File: src/rtl/poker_frame_tx.sv
// Card-frame sender for the UART TX path: one request of 0..MAX_CARDS cards becomes
// HDR,type,count,cards[,checksum] (or the F0,F0,00 pass frame), handed to the UART byte by byte.
module poker_frame_tx #(
    parameter int         MAX_CARDS   = 8,
    parameter int         CNT_W       = 4,
    parameter logic [7:0] HDR_BYTE    = 8'hF3,
    parameter bit         CHECKSUM_EN = 1'b1
) (
    input  logic                   sys_clk,
    input  logic                   sys_rst_n,
    input  logic                   req_valid,
    output logic                   req_ready,
    input  logic [7:0]             req_type,
    input  logic [CNT_W-1:0]       req_count,
    input  logic [8*MAX_CARDS-1:0] req_cards,
    input  logic                   Tx_Done,
    output logic                   TxSendEnFlag,
    output logic [7:0]             TxDataByte,
    output logic                   busy,
    output logic                   frame_done,
    output logic                   req_err
);

    localparam int               IDX_W   = 5;
    localparam logic [CNT_W-1:0] MAX_CNT = CNT_W'(MAX_CARDS);

    typedef enum logic [2:0] {S_IDLE, S_LOAD, S_SEND, S_WAIT, S_DONE} state_t;

    state_t           state;
    logic [7:0]       type_q;
    logic [CNT_W-1:0] count_q;
    logic [7:0]       cards_q [MAX_CARDS];
    logic [IDX_W-1:0] idx;
    logic [IDX_W-1:0] total;
    logic [IDX_W-1:0] card_idx;
    logic [7:0]       chk_q;
    logic [7:0]       card_byte;
    logic [7:0]       cur_byte;
    logic             done_d0;
    logic             done_d1;
    logic             tx_edge;
    logic             accept;

    function automatic logic [7:0] remap(input logic [7:0] b);
        case (b[7:4])
            4'hF:    return {4'h2, b[3:0]};
            4'hE:    return {4'h1, b[3:0]};
            default: return b;
        endcase
    endfunction

    assign accept  = req_valid && req_ready && (state == S_IDLE);
    assign tx_edge = done_d0 & ~done_d1;

    // NOTE: request payload is only read after a qualified capture, so these
    // storage flops carry no reset; control state below does.
    always_ff @(posedge sys_clk) begin
        if (accept) begin
            type_q  <= req_type;
            count_q <= req_count;
            for (int i = 0; i < MAX_CARDS; i++)
                cards_q[i] <= req_cards[8*i +: 8];
        end
    end

    // NOTE: every always_comb output gets a default first so no path infers a latch.
    always_comb begin
        card_idx  = idx - IDX_W'(3);
        card_byte = 8'h00;
        for (int i = 0; i < MAX_CARDS; i++)
            if (card_idx == IDX_W'(i))
                card_byte = cards_q[i];
    end

    // Byte at position idx; the pass frame has no header and no checksum.
    always_comb begin
        cur_byte = 8'h00;
        if (count_q == '0)
            cur_byte = (idx < IDX_W'(2)) ? 8'hF0 : 8'h00;
        else if (idx == IDX_W'(0))
            cur_byte = HDR_BYTE;
        else if (idx == IDX_W'(1))
            cur_byte = type_q;
        else if (idx == IDX_W'(2))
            cur_byte = 8'(count_q);
        else if (CHECKSUM_EN && (idx == total - IDX_W'(1)))
            cur_byte = chk_q;
        else
            cur_byte = remap(card_byte);
    end

    // NOTE: sequential state uses non-blocking assignments so every flop samples pre-edge values.
    always_ff @(posedge sys_clk or negedge sys_rst_n) begin
        if (!sys_rst_n) begin
            state        <= S_IDLE;
            req_ready    <= 1'b1;
            TxSendEnFlag <= 1'b0;
            TxDataByte   <= 8'h00;
            busy         <= 1'b0;
            frame_done   <= 1'b0;
            req_err      <= 1'b0;
            idx          <= '0;
            total        <= '0;
            chk_q        <= 8'h00;
            done_d0      <= 1'b0;
            done_d1      <= 1'b0;
        end else begin
            done_d0      <= Tx_Done;
            done_d1      <= done_d0;
            TxSendEnFlag <= 1'b0;
            frame_done   <= 1'b0;
            req_err      <= 1'b0;
            case (state)
                S_IDLE: begin
                    if (accept) begin
                        if (req_count > MAX_CNT) begin
                            req_err <= 1'b1;
                        end else begin
                            state     <= S_LOAD;
                            busy      <= 1'b1;
                            req_ready <= 1'b0;
                        end
                    end
                end
                S_LOAD: begin
                    idx   <= '0;
                    chk_q <= 8'h00;
                    total <= (count_q == '0) ? IDX_W'(3)
                           : IDX_W'(3) + IDX_W'(count_q) + IDX_W'(CHECKSUM_EN);
                    state <= S_SEND;
                end
                S_SEND: begin
                    TxDataByte   <= cur_byte;
                    TxSendEnFlag <= 1'b1;
                    chk_q        <= chk_q ^ cur_byte;
                    idx          <= idx + IDX_W'(1);
                    state        <= S_WAIT;
                end
                S_WAIT: begin
                    if (tx_edge)
                        state <= (idx == total) ? S_DONE : S_SEND;
                end
                S_DONE: begin
                    frame_done <= 1'b1;
                    busy       <= 1'b0;
                    req_ready  <= 1'b1;
                    state      <= S_IDLE;
                end
                default: state <= S_IDLE;
            endcase
        end
    end

endmodule

File: config.mk
export PLATFORM = sky130hd
export DESIGN_NAME = poker_frame_tx
export DESIGN_NICKNAME = d
export VERILOG_FILES = /design/src/rtl/poker_frame_tx.sv
export SDC_FILE = /design/constraint.sdc
export NUM_CORES = 1
export LEC_CHECK = 0
export ABC_AREA = 1
export BUFFER_PORTS_ARGS = -buffer_cell sky130_fd_sc_hd__buf_2
export CORE_MARGIN = 2
export CORE_UTILIZATION = 40
export CTS_BUF_LIST = sky130_fd_sc_hd__clkbuf_8
export DETAILED_ROUTE_END_ITERATION = 10
export SLEW_MARGIN = 25
export SYNTH_ARGS = -nofsm -noshare
export SYNTH_HDL_FRONTEND = slang
export SYNTH_SLANG_ARGS = --single-unit
File: constraint.sdc
create_clock -name sys_clk -period 7.9 [get_ports sys_clk]
set_input_delay 1.58 -clock sys_clk [delete_from_list [all_inputs] [get_ports sys_clk]]
set_output_delay 1.58 -clock sys_clk [all_outputs]
set_load 0.02 [all_outputs]
# After elaboration in Yosys (flattened, before gate mapping)
# Memories as Yosys holds them, arrays and structs flattened.
# Cells that the tools add are included.
dict set report totals {
  regBits 48
  mem_bits_rw 64
  inputBits 80
  out_inout_bits 13
  elab_cells 91
  mem_count 1
}
# memory words word_bits rd rd_clocked_by_memory_dff write_ports line
set memory_table {}
lappend memory_table {cards_q 8 8 8 0 8 32} ;# logic [7:0] cards_q [MAX_CARDS];
dict set report op_classes {
  addsub 5
  magnitude_cmp 2
  eq_ne 20
  n_mux 36
  bitwise 3
  reduce_logical 10
}
# cell count
set ops {}
lappend ops {{$mux 8} 14}
lappend ops {{$pmux 8 s2} 2}
lappend ops {{$eq 5x3->1 const B} 4}
lappend ops {{$eq 5x2->1 const B} 3}
lappend ops {{$mux 3} 4}
lappend ops {{$pmux 3 s4} 1}
lappend ops {{$mux 1} 11}
lappend ops {{$add 5x1->5 const B} 2}
lappend ops {{$eq 5x1->1 const B} 2}
lappend ops {{$eq 5x5->1} 2}
lappend ops {{$logic_not 5->1} 2}
lappend ops {{$pmux 5 s2} 1}
lappend ops {{$eq 4x4->1 const B} 2}
lappend ops {{$xor 8x8->8} 1}
lappend ops {{$eq 3x2->1 const B} 2}
lappend ops {{$ne 2x2->1 const B} 3}
lappend ops {{$reduce_and 3->1} 2}
lappend ops {{$add 2x4->5 const A} 1}
lappend ops {{$lt 5x2->1 const B} 1}
lappend ops {{$mux 5} 1}
lappend ops {{$sub 5x1->5 const B} 1}
lappend ops {{$sub 5x2->5 const B} 1}
lappend ops {{$gt 4x4->1 const B} 1}
lappend ops {{$logic_not 4->1} 1}
lappend ops {{other kinds (8)} 11}

# Depth between registers and ports, before layout
dict set report logic_depth {
  ltp_word 19
  mapped_depth 24
}

# Worst setup path after synthesis
# No wires, ideal clock.
dict set report synth_timing {
  path_type {input port to flip-flop}
  from {input port req_valid}
  to {memory cards_q[0][0] (enable)}
  setup_ps 511
  arrival_ps 4849
  required_time_ps 7389
  setup_slack_ps 2540
  path_stages 2
  cell_sequence {nand2_1 -> nor2_1}
}
# element line
set synth_rtl {}
lappend synth_rtl {{start: declaration} 11} ;# input logic req_valid,
lappend synth_rtl {{end: declaration} 32}

# Worst setup path in the final report
dict set report layout_timing {
  from {register idx[0]}
  to {register chk_q[7]}
}
dict set report layout_between {
  elab_chain_cells 19
}
# element line
set layout_rtl {}
lappend layout_rtl {{start: declaration} 33} ;# logic [IDX_W-1:0] idx;
lappend layout_rtl {{start signal: assignment} 136} ;# idx <= idx + IDX_W'(1);
lappend layout_rtl {{$sub 5x2->5} 68} ;# card_idx = idx - IDX_W'(3);
lappend layout_rtl {{$logic_not 5->1} 71} ;# if (card_idx == IDX_W'(i))
lappend layout_rtl {{$mux 8 (8 in series)} 71}
lappend layout_rtl {{$eq 4x4->1} 45} ;# case (b[7:4])
lappend layout_rtl {{$pmux 8 s2} 45}
lappend layout_rtl {{$mux 8} 86} ;# else if (CHECKSUM_EN && (idx == total - IDX_W'(1)))
lappend layout_rtl {{$mux 8} 84} ;# else if (idx == IDX_W'(2))
lappend layout_rtl {{$mux 8} 82} ;# else if (idx == IDX_W'(1))
lappend layout_rtl {{$mux 8} 80} ;# else if (idx == IDX_W'(0))
lappend layout_rtl {{$mux 8 *} 78} ;# if (count_q == '0)
lappend layout_rtl {{$xor 8x8->8 *} 135} ;# chk_q <= chk_q ^ cur_byte;
lappend layout_rtl {{$pmux 8 s2 *} 113} ;# case (state)
lappend layout_rtl {{end signal: assignment} 135}
lappend layout_rtl {{end: declaration} 36} ;# logic [7:0] chk_q;
# Every way passes the cells marked *; elsewhere a longest branch is shown, timed or not.
# A chain may end at the register's enable or synchronous reset.

==> impl_metrics.ini <==
[setup_path]
required_ns = 8.17
path_max_fanout = 11
worstSetupStartpointType = flip-flop
arrival_ns = 3.43
crit_type = flip-flop to flip-flop
end_kind = flip-flop

[synthesis]
synth_area_per_cell_sq_um = 9.699
synthDominantCellAreaShare_pct = 44.31
synth.most_common_cell = nand2_1
syn_nets = 621
yosys-top-cells-count = 155 x nand2_1, 76 x edfxtp_1, 59 x inv_1, 42 x nand3_1, 35 x dfrtp_1
synth_edf_count = 76
syn_inst = 531
synthDistinctLibCells = 39
synth_seq_area_share_pct = 61.83
synth.area.top_cells = edfxtp_1 44%, dfrtp_1 17%, nand2_1 11%
ys_async_sr_fraction_pct = 32.14
yosysWarningCount = 0
syn_area_sq_um = 5150
ys_seq_elements = 112
synth_top_area_cell = edfxtp_1
synthFlopType = edfxtp_1

[clock_network]
ctsHtreeMaxLevel = 3
cts_hold_buf = 0
cts_setup_buffers = 0
clk_latency_ns = 0.39
clk_pin_slew_ns = 0.10
root_buffer = clkbuf_8
cts_tree = built
clock_path_buffers = 2
cts.sinks = 112
cts_resized = 0
cts_buffers = 9

[floorplanning]
die-area_sq_um = 13800
start_util_pct = 40.81
die_w_um = 117.5
rows = 41
core_sq_um = 12620
io_pins = 93
die_y_um = 117.5

[finish]
area_delta_synth_final_pct = 16.81
num-nets-final = 717
layout-drive-gt1-share_pct = 20.41
insertedDiodeCount = 0
fillers = 1233

[detailed_routing]
routedWlPerCell_um = 14.07
wl_mm = 11.31
ant_nets = 0
vias_per_cell = 4.837
drtPass1Iterations = 4
dr.first_iter.drc_count = 223
drcViolationCount = 0
num_vias = 3889

[placement]
hpwl_mm = 8.330
dp_slack_ns = 4.766
io_buffer_count = 92
place_congestion = 0.8365

[sta]
finalCritPeriodShare_pct = 40.08
grt_setup_unrepaired = false
setup_ws_ns = 4.734
slew_headroom_pct = 35.11
period_minus_slack_ns = 3.167
slew_violations = 0
hold_viol_final = 0
finalSetupTns_ns = 0
finClkSkew_ns = 0.01314
max_freq_mhz = 315.8
worst_pin_slew_ns = 0.9734
setup_viol = 0

[global_route]
grt_pass1_vias = 3827
grt_max_degree = 77
track_usage_pct = 16.85
grt_remaining_overflow = 0
antenna_found_initial = 0
grt_pass1_wl_mm = 18.26

[worst_hold_path]
hp-class = flip-flop to flip-flop

[outcome]
status = completed

[pwr]
leakage_nw = 2.747
vdd_ir_drop_max_uv = 138.9
p_per_area_nw_per_um2 = 249.9

[job]
maxCapViolations = 0
[logic make-up (layout without fill, tap and decap cells)]
logic type,count (synthesis),count (layout),synth area share (%)
flip-flops,112,112,61.83
buffers and inverters,72,173,5.515
AO/OA/AOI/OAI,74,74,7.920
XOR/XNOR,6,6,1.020
AND/OR/NAND/NOR,257,257,21.28
adder cells (fa/ha/maj),10,10,2.430
[cell type report]
cell class / instances / area, sq um / share of cell area, %
tap: 172 / 215.2 / 3.577
clock buffer: 9 / 123.9 / 2.059
inverter: 64 / 240.2 / 3.993
sequential: 112 / 3184 / 52.93
clock inverter: 7 / 95.09 / 1.581
multi-input combinational: 347 / 1689 / 28.08
timing repair buffer: 93 / 467.9 / 7.779
[path summary, 6_finish.rpt]
kind / startpoint / endpoint / slack [ns] / cells past startpoint
min in group asynchronous: sys_rst_n / idx[4] / 1.28 / 1
hold / removal: done_d0 / done_d1 / 0.39 / 0
setup reg to reg: idx[0] / chk_q[7] / 4.73 / 21
hold reg to reg: done_d0 / done_d1 / 0.39 / 0
setup / recovery: idx[0] / chk_q[7] / 4.73 / 21
max in group asynchronous: sys_rst_n / chk_q[4] / 6.09 / 1
[per-layer routing]
metal	part of all wire [%]	vias to the layer above	routed length, um	global-route usage (%)
li1	-	1951	-	-
met1	45	1818	5046	21.33
met2	49	104	5541	28.44
met3	4.5	16	513	4.070
met4	1.9	0	212	5.723
met5	0	-	0	0
[state kept, by name, summed over array words and instances, names as in the netlist, 3 cells and up]
| name | count |
|---|---|
| total | 5 |
| cards_q | 64 |
| count_q | 4 |
| type_q | 8 |
| state | 3 |
| idx | 5 |
| TxDataByte | 8 |
| chk_q | 8 |
[stage by stage]
step	total power, mW	util (%)	hold WS [ns]	std cells	instance area [sq um]
3_5_place_dp	1.143	45.93	0.3788	788	5797
4_1_cts	1.518	47.67	0.4013	804	6016
5_1_grt	1.593	47.67	0.4236	804	6016
6_report	1.503	47.67	0.3945	804	6016
2_1_floorplan	1.027	-	0.3537	531	5150
3_3_place_gp	1.133	45.93	0.3711	788	5797
[power by group]
part,total (mW),internal (mW),switching [mW]
clock,0.375,0.179,0.196
combinational,0.352,0.123,0.229
sequential,0.777,0.726,0.0504
[worst max-delay path, stage by stage (launching register included)]
cell	delay, ns
dfrtp_1	0.48
ha_1	0.26
nand2_1	0.09
inv_1	0.05
nor2_2	0.10
nand3_2	0.16
nor2_1	0.51
inv_1	0.23
o21ai_0	0.12
o21ai_1	0.11
nand2_1	0.06
nand2_1	0.05
nand2_1	0.06
nand2_1	0.11
nand2_2	0.11
nand3_1	0.07
nand2_1	0.07
nand2_1	0.05
nand2_1	0.07
nand2_1	0.08
nand3_1	0.11
nand2_1	0.08
[layout by cell type (no fill, tap or decap), drive strengths merged, types with 2 or more instances in the layout]
cell type  Yosys  routed
a21oi         34      34
a31oi          2       2
buf            4      93
bufinv         0       2
clkbuf         4       9
clkinv         1       2
clkinvlp       0       3
dfrtp         35      35
edfxtp        76      76
ha            10      10
inv           63      64
nand2        157     157
nand3         45      45
nand3b         2       2
nor2          41      41
nor3           6       6
o211ai         4       4
o21ai         26      26
o31ai          2       2
or2            3       3
xor2           5       5
(Power assumes the default switching activity.)
